[src/rtl/serial_adder_pkg.sv]
// Shared definitions for the digit-serial adder/subtractor: FSM encoding and
// the width helper for the digit counter.
package serial_adder_pkg;

  typedef enum logic [1:0] {
    IDLE = 2'd0,
    RUN  = 2'd1,
    DONE = 2'd2
  } state_t;

  // Counter width for NDIG digits: clog2(NDIG), never narrower than one bit.
  function automatic int cnt_width(input int ndig);
    return (ndig <= 2) ? 1 : $clog2(ndig);
  endfunction

endpackage

[src/rtl/serial_adder_digit.sv]
// Combinational DIGIT-bit ripple adder built from full-adder cells; also
// exposes the carry into its MSB so the caller can form signed overflow.
module adder_digit #(
  parameter int DIGIT = 1
) (
  input  logic [DIGIT-1:0] a,
  input  logic [DIGIT-1:0] b,
  input  logic             c_in,
  output logic [DIGIT-1:0] sum,
  output logic             c_out,
  output logic             c_msb
);

  logic [DIGIT:0] c;

  assign c[0] = c_in;

  for (genvar i = 0; i < DIGIT; i++) begin : g_fa
    assign sum[i]   = a[i] ^ b[i] ^ c[i];
    assign c[i+1]   = (a[i] & b[i]) | (c[i] & (a[i] ^ b[i]));
  end

  assign c_out = c[DIGIT];
  assign c_msb = c[DIGIT-1];

endmodule

[src/rtl/serial_adder.sv]
// Digit-serial adder/subtractor: processes DIGIT bits per clock with a
// registered carry, between valid/ready producer and consumer interfaces.
module serial_adder
  import serial_adder_pkg::*;
#(
  parameter int WIDTH = 8,
  parameter int DIGIT = 1
) (
  input  logic             clk,
  input  logic             rst,
  input  logic             in_valid,
  output logic             in_ready,
  input  logic [WIDTH-1:0] a,
  input  logic [WIDTH-1:0] b,
  input  logic             c_in,
  input  logic             sub,
  output logic             out_valid,
  input  logic             out_ready,
  output logic [WIDTH-1:0] sum,
  output logic             c_out,
  output logic             overflow,
  output logic [1:0]       dbg_state
);

  // Handshake: a transfer happens on a rising edge where valid and ready are
  // both high; valid never waits on ready, and out_valid/result hold until taken.

  localparam int            NDIG = WIDTH / DIGIT;
  localparam int            CW   = cnt_width(NDIG);
  localparam logic [CW-1:0] LAST = CW'(NDIG - 1);

  if (WIDTH % DIGIT != 0) begin : g_width_check
    $error("serial_adder: WIDTH must be a multiple of DIGIT");
  end

  state_t                 state;
  logic [CW-1:0]          count;
  logic [WIDTH-1:0]       a_sr;
  logic [WIDTH-1:0]       b_sr;
  logic [WIDTH-1:0]       res_sr;
  logic                   carry;
  logic [DIGIT-1:0]       d_sum;
  logic                   d_cout;
  logic                   d_cmsb;
  logic [WIDTH+DIGIT-1:0] res_cat;

  adder_digit #(.DIGIT(DIGIT)) u_digit (
    .a     (a_sr[DIGIT-1:0]),
    .b     (b_sr[DIGIT-1:0]),
    .c_in  (carry),
    .sum   (d_sum),
    .c_out (d_cout),
    .c_msb (d_cmsb)
  );

  // New digit enters at the MSB end; works unchanged when DIGIT == WIDTH.
  assign res_cat = {d_sum, res_sr};

  always_ff @(posedge clk) begin
    if (rst) begin
      state     <= IDLE;
      count     <= '0;
      a_sr      <= '0;
      b_sr      <= '0;
      res_sr    <= '0;
      carry     <= 1'b0;
      in_ready  <= 1'b1;
      out_valid <= 1'b0;
      c_out     <= 1'b0;
      overflow  <= 1'b0;
    end else begin
      case (state)
        IDLE: begin
          if (in_valid) begin
            a_sr     <= a;
            b_sr     <= b ^ {WIDTH{sub}};
            carry    <= c_in ^ sub;
            count    <= '0;
            in_ready <= 1'b0;
            state    <= RUN;
          end
        end
        RUN: begin
          a_sr   <= a_sr >> DIGIT;
          b_sr   <= b_sr >> DIGIT;
          res_sr <= res_cat[WIDTH+DIGIT-1:DIGIT];
          carry  <= d_cout;
          count  <= count + CW'(1);
          if (count == LAST) begin
            c_out     <= d_cout;
            overflow  <= d_cmsb ^ d_cout;
            out_valid <= 1'b1;
            state     <= DONE;
          end
        end
        DONE: begin
          if (out_ready) begin
            out_valid <= 1'b0;
            in_ready  <= 1'b1;
            state     <= IDLE;
          end
        end
        default: state <= IDLE;
      endcase
    end
  end

  assign sum       = res_sr;
  assign dbg_state = state;

endmodule

[config.mk]
export PLATFORM = sky130hd
export DESIGN_NAME = serial_adder
export DESIGN_NICKNAME = d
export VERILOG_FILES = /design/src/rtl/serial_adder_pkg.sv /design/src/rtl/serial_adder_digit.sv /design/src/rtl/serial_adder.sv
export SDC_FILE = /design/constraint.sdc
export NUM_CORES = 1
export LEC_CHECK = 0
export ABC_AREA = 0
export CORE_MARGIN = 4
export CORE_UTILIZATION = 48
export CTS_CLUSTER_SIZE = 40
export DETAILED_ROUTE_END_ITERATION = 6
export PLACE_DENSITY = 0.82
export SLEW_MARGIN = 30
export SYNTH_ARGS = -nofsm -noshare
export SYNTH_HDL_FRONTEND = slang
export SYNTH_SLANG_ARGS = --single-unit
[constraint.sdc]
create_clock -name clk -period 1.4 [get_ports clk]
set_input_delay 0.21 -clock clk [delete_from_list [all_inputs] [get_ports clk]]
set_output_delay 0.21 -clock clk [all_outputs]
set_load 0.01 [all_outputs]
* Word-level counts from Yosys, hierarchy flattened *
Index checks and enable logic that the tools add are counted.

storage, ports and cells
  logic and storage cells = 52
  ROM bits = 0
  latch bits = 0
  output and inout port bits = 14
  RAM bits = 0
  bits of input ports = 22
  memories = 0
  bits in registers = 34

cells by class
  div/mod/pow operators = 0
  equality and inequality tests = 6
  bitwise logic cells = 8
  $add $sub $neg = 1
  multiply operators = 0
  magnitude comparators = 0
  reduce and logical (&&, ||, !) cells = 9
  multiplexer cells = 18
  shift-type cells = 0

operators by type and width
  operator                                                          number
  8-bit case mux with 2 select lines                                2
  8-bit 2-to-1 mux                                                  2
  3-bit AND reduction                                               3
  8-bit XOR                                                         1
  2-bit 2-to-1 mux                                                  3
  2-bit inequality test (second input constant)                     3
  1-bit case mux with 2 select lines                                3
  2-bit case mux with 3 select lines                                1
  3-bit case mux with 2 select lines                                1
  2-bit nonzero test                                                3
  1-bit 2-to-1 mux                                                  5
  2-bit AND reduction                                               2
  1-bit XOR                                                         4
  3-bit by 1-bit adder with 3-bit output (second input constant)    1
  3-bit == test (second input constant)                             1
  3-bit 2-to-1 mux                                                  1
  1-bit AND                                                         2
  2-bit by 1-bit == test with 1-bit output (second input constant)  1
  2-bit == test (second input constant)                             1
  2-bit logical NOT                                                 1
  1-bit bitwise OR                                                  1

* Depth between registers and ports, before layout *
  depth in word-level cells = 4
  depth in mapped cells = 5
  gate-level depth less buffers = 5

* By module *
From an unflattened synthesis, not the netlist that was laid out.

second synthesis, totals
  cell total of the unflattened synthesis = 176
  area total of the unflattened synthesis = 1541.5 um^2

by module, submodules not included
  module        sequential area each (um^2)  cells each  instances  area each (um^2)
  serial_adder  680.7                        174         1          1514.0
  adder_digit   0.0                          2           1          27.5

* Worst setup path after synthesis *
Ideal clock, no wire load.

  kind = register -> register
  start = register state[1], in the netlist dbg_state[1]
  end = register b_sr[6]
  clock period less this slack = 1.214 ns
  library setup time = 0.133 ns
  cell stages (with the launch flop) = 5
  slack = 0.186 ns
  path buffers = 1
  required time = 1.267 ns
  data arrival time = 1.081 ns
  cells stage by stage = dfxtp_1 and2b_1 buf_2 a22oi_1 o22ai_1

between the ends
  longest elaborated chain between the ends = 3
  elaborated cells on any way between the ends = 6

RTL lines
  what                                                                                  line                source
  from (decl)                                                                           serial_adder.sv:36  state_t state;
  from (signal assigned)                                                                serial_adder.sv:61  state <= IDLE;
  from (signal assigned)                                                                serial_adder.sv:80  state <= RUN;
  from (signal assigned)                                                                serial_adder.sv:93  state <= DONE;
  2-bit by 1-bit == test with 1-bit output / 2-bit logical NOT (equally long branches)  serial_adder.sv:72  case (state)
  2-bit nonzero test (no source line) / 2-bit inequality test (equally long branches)   --
  2-bit AND reduction (no source line)                                                  --
  to (signal assigned)                                                                  serial_adder.sv:76  b_sr <= b ^ {WIDTH{sub}};
  to (signal assigned)                                                                  serial_adder.sv:85  b_sr <= b_sr >> DIGIT;
  to (decl)                                                                             serial_adder.sv:39  logic [WIDTH-1:0] b_sr;

Several ways; a longest one is shown, not always the timed one.
A chain may end at the register's enable or synchronous reset.

* Worst setup path after layout *
  start = register count[0]
  end = register out_valid

between the ends
  longest elaborated chain between the ends = 3

RTL lines
  what                                    line                source
  from (decl)                             serial_adder.sv:37  logic [CW-1:0] count;
  from (signal assigned)                  serial_adder.sv:88  count <= count + CW'(1);
  3-bit == test                           serial_adder.sv:89  if (count == LAST) begin
  2-bit inequality test (no source line)  --
  3-bit AND reduction (no source line)    --
  to (signal assigned)                    serial_adder.sv:68  out_valid <= 1'b0;
  to (signal assigned)                    serial_adder.sv:92  out_valid <= 1'b1;
  to (signal assigned)                    serial_adder.sv:98  out_valid <= 1'b0;
  to (decl)                               serial_adder.sv:17  output logic out_valid,

No other way between the ends.

==> run summary <==
The flow ran to the end, and the final reports show no timing, DRC or antenna violations. The maximum fanout encountered on the critical timing path came out at 5. Summing all multi-input logic gate instances after layout gives 722 um2. The number of failing hold endpoints at the final stage was 0. In this run the critical register-to-register path is launched from count[0]. The number of failing setup endpoints in the final timing report came out at 0. The port buffer count is 35.

The number of clock sinks seen by CTS is 34. The fmax is 791 MHz. The clock skew after layout came out at 0.00687 ns. The starting utilization of the core area came out at 51.8%. At the later pin of the worst-skew pair, clock insertion delay measures 0.34 ns.

The final weighted congestion in routability-driven placement is 0.767. The synthesized net count is 187. The average wire per cell in the routed design came out at 13.4 um. The storage element area is 681 um2. The cell area reported after detailed placement is 0.00186 mm2.

The total instance count after detailed placement is 224. The detail route stage leaves a number of antenna-violating nets equal to 0. The vias after detailed routing is 1,284. The buffer type at the clock tree root is sky130_fd_sc_hd__clkbuf_4.

The power density over the cells came out at 997 mW/mm2. Setup repair after global routing left no endpoint under its margin. The depth of the worst register-to-register path is 5.

The number of buffers inserted by post-CTS setup repair is 0. For this run, the number of Yosys warnings is 0. The setup TNS came out at 0 ns. The launch instance of the worst min-delay path is sum[0]. The largest vdd supply drop is 0.765 mV. For this run, the share of the core covered by cells in the final layout is 67.5%. The combined global-route utilization of all metal layers is 16.5%. During I/O placement, the number of pins put on the boundary was 36.

The signed area change from the synthesized netlist to the final layout came out at 30.3%. In this run, the number of DRC markers left after iteration 0 of detailed routing was 51. The worst pin sits at a relative slew slack of 75.2%.

In the final design database the tool counted 225 nets. The tightest hold path in the finished design has a slack of 0.466 ns. The count of cell types in the netlist is 30. The vertical extent of the die came out at 63.3 um. In the synthesized netlist the dominant register cell turns out to be sky130_fd_sc_hd__dfxtp_1.

Counting along the longest clock path gives a buffer depth of 2. TritonCTS built the clock tree. The ratio of cells with drive above 1 in the final layout came out at 10.9%.

The die footprint is 0.00400 mm2. Sorting the synthesized cells by area gives the leading types as sky130_fd_sc_hd__dfxtp_1, sky130_fd_sc_hd__a22oi_1, sky130_fd_sc_hd__a21oi_1. The initial antenna violation count was 0. The maximum number of pins on one net before global-route repair is 22. For flop-to-flop paths, the worst setup slack is 0.14 ns. The count of max-cap constraint violations is 0.

The H-tree level count came out at 2. The overflow left after global routing is 0. Once layout is done, the placed cells without fillers occupy 0.00191 mm2. The diode insertion count for antenna repair is 0. The first-pass GRT wire length came out at 5250 um. For hold timing, the worst endpoint is sum[0]. The number of cell rows is 19. The end of the worst register-to-register path is out_valid. Synthesis inferred 34 register bits. The core region area is 0.00283 mm2.

The cell count of the worst hold path is 2. The critical setup path kind is reg -> reg. For this run, asynchronously set or reset flops after synthesis account for 0%. The number of CTS-inserted buffers is 5.

The die width came out at 63.3 um. The final count of pins violating max slew came to 0. The number of standard cells after synthesis came out at 162.

The worst hold path belongs to the class reg -> reg. The overall routed net length came out at 3100 um. The average via count per standard cell is 5.53. The finished layout holds 232 standard cells, fillers aside. For this run, the register share of the synthesized area comes to 46.5%. The total half-perimeter wirelength after legalization and detailed placement came out at 2320 um. The actual slew at the worst max-slew pin is 0.372 ns. The static leakage power came out at 0.761 nW. The average footprint of a synthesized cell is 9.04 um2.

The first TritonRoute pass finished after 4 iterations. Subtracting the final worst setup slack from the clock period gives 1.26 ns. At the worst endpoint, the required time is 1.63 ns. The worst setup path is captured at a register. The area fraction of the dominant cell type after synthesis is 46.5%. The post-synth design cell area came out at 0.00147 mm2. The final-layout fill cell count is 224. The arrival time at the worst endpoint is 1.50 ns. The synthesized design spends more area on one cell type than any other, namely sky130_fd_sc_hd__dfxtp_1.

The clock-pin slew reported for the worst setup and hold paths after clock tree synthesis came out at 0.09 ns. The DRC violations left came out at 0. The worst setup path is launched from a register. The period utilization is 90.3%. The number of global-route vias before repair is 1,181. Counting flops with a built-in enable in the synthesized netlist gives 0.
[layout make-up]
class | instances | area share (%)
multi-input cells | 113 | 37.8
flip-flops and latches | 34 | 35.6
repair buffers | 44 | 21.0
clock buffers | 7 | 2.88
well taps | 31 | 2.03
inverters | 2 | 0.393
clock inverters | 1 | 0.262
[cell usage after synthesis, drive strengths merged (4+ instances only)]
master   number
a211oi        8
a21oi        14
a22oi        12
buf           5
clkbuf        8
dfxtp        34
nand2        18
nand2b        4
nor2         18
o22ai        10
o2bb2ai       5
xnor2         8
[layer usage]
| metal | share of wire (%) | vias to the layer above | track usage [%] | routed length [um] |
|---|---|---|---|---|
| met5 | 0 | - | 0 | 0 |
| met4 | 1.5 | 0 | 6.47 | 47 |
| li1 | - | 651 | - | - |
| met2 | 49 | 42 | 27.4 | 1520 |
| met3 | 7.2 | 6 | 6.57 | 223 |
| met1 | 42 | 585 | 19.0 | 1320 |
[state kept, by name, indices dropped and copies added (netlist names)]
register	flops
a_sr	8
b_sr	8
sum	8
count	3
dbg_state	2
c_out	1
carry	1
in_ready	1
out_valid	1
overflow	1
[power by group]
| part | total (mW) | switching, mW | internal, mW | leakage, nW |
|---|---|---|---|---|
| logic | 0.294 | 0.137 | 0.157 | 0.447 |
| registers | 1.05 | 0.0328 | 1.02 | 0.278 |
| clock network | 0.558 | 0.315 | 0.243 | 0.0353 |
| total | 1.90 | 0.485 | 1.42 | 0.761 |
[cell families (layout without fill, tap and decap cells)]
kind of cell,count (synthesis),after routing,synth area share [%]
compound gates,53,53,24.9
xor+xnor,10,10,5.98
fa+ha+maj,3,3,3.07
buf+inv,15,54,5.04
flops,34,34,46.5
mux,1,1,0.683
simple gates,46,46,13.9
[per-stage QoR]
step | power (mW) | setup WS (ns)
final | 1.90 | 0.135
after global placement | 1.36 | -0.143
after global routing | 2.00 | 0.0211
after CTS | 1.91 | 0.0103
after detailed placement | 1.37 | -0.208
after floorplan | 1.25 | 0.186
[layout by cell type (no fill, tap or decap), drive strengths merged, types with 4 or more instances in the layout]
cell type / Yosys / routed
dfxtp: 34 / 34
clkdlybuf4s50: 0 / 21
nor2: 18 / 18
nand2: 18 / 18
a21oi: 14 / 14
dlygate4sd2: 0 / 14
a22oi: 12 / 12
o22ai: 10 / 10
buf: 5 / 9
a211oi: 8 / 8
xnor2: 8 / 8
clkbuf: 8 / 7
o2bb2ai: 5 / 5
nand2b: 4 / 4
[worst max-delay path: stages, from the launching register on]
cell and delay, ns:
sky130_fd_sc_hd__dfxtp_1 0.33, sky130_fd_sc_hd__ha_1 0.20, sky130_fd_sc_hd__ha_1 0.24, sky130_fd_sc_hd__a21oi_1 0.17
sky130_fd_sc_hd__a2bb2oi_1 0.16, sky130_fd_sc_hd__nor2_1 0.06
[how the worst max path moves through the flow]
stage	from	endpoint	slack [ns]	cells after the start
3_3_place_gp	in_valid	carry	-0.14	4
2_1_floorplan	dbg_state[1]	b_sr[6]	0.19	4
6_report	count[0]	out_valid	0.14	5
3_5_place_dp	in_valid	b_sr[5]	-0.21	4
4_1_cts	dbg_state[0]	overflow	0.01	3
5_1_grt	carry	overflow	0.02	4
[what timing repair did]
action / in CTS / in global routing
pin swaps: 0 / 0
hold endpoints to repair: 0 / 0
resized for setup: 15 / 2
endpoints found under the setup margin: 15 / 18
hold buffers: 0 / 0
Power figures use the tool's default switching activity.
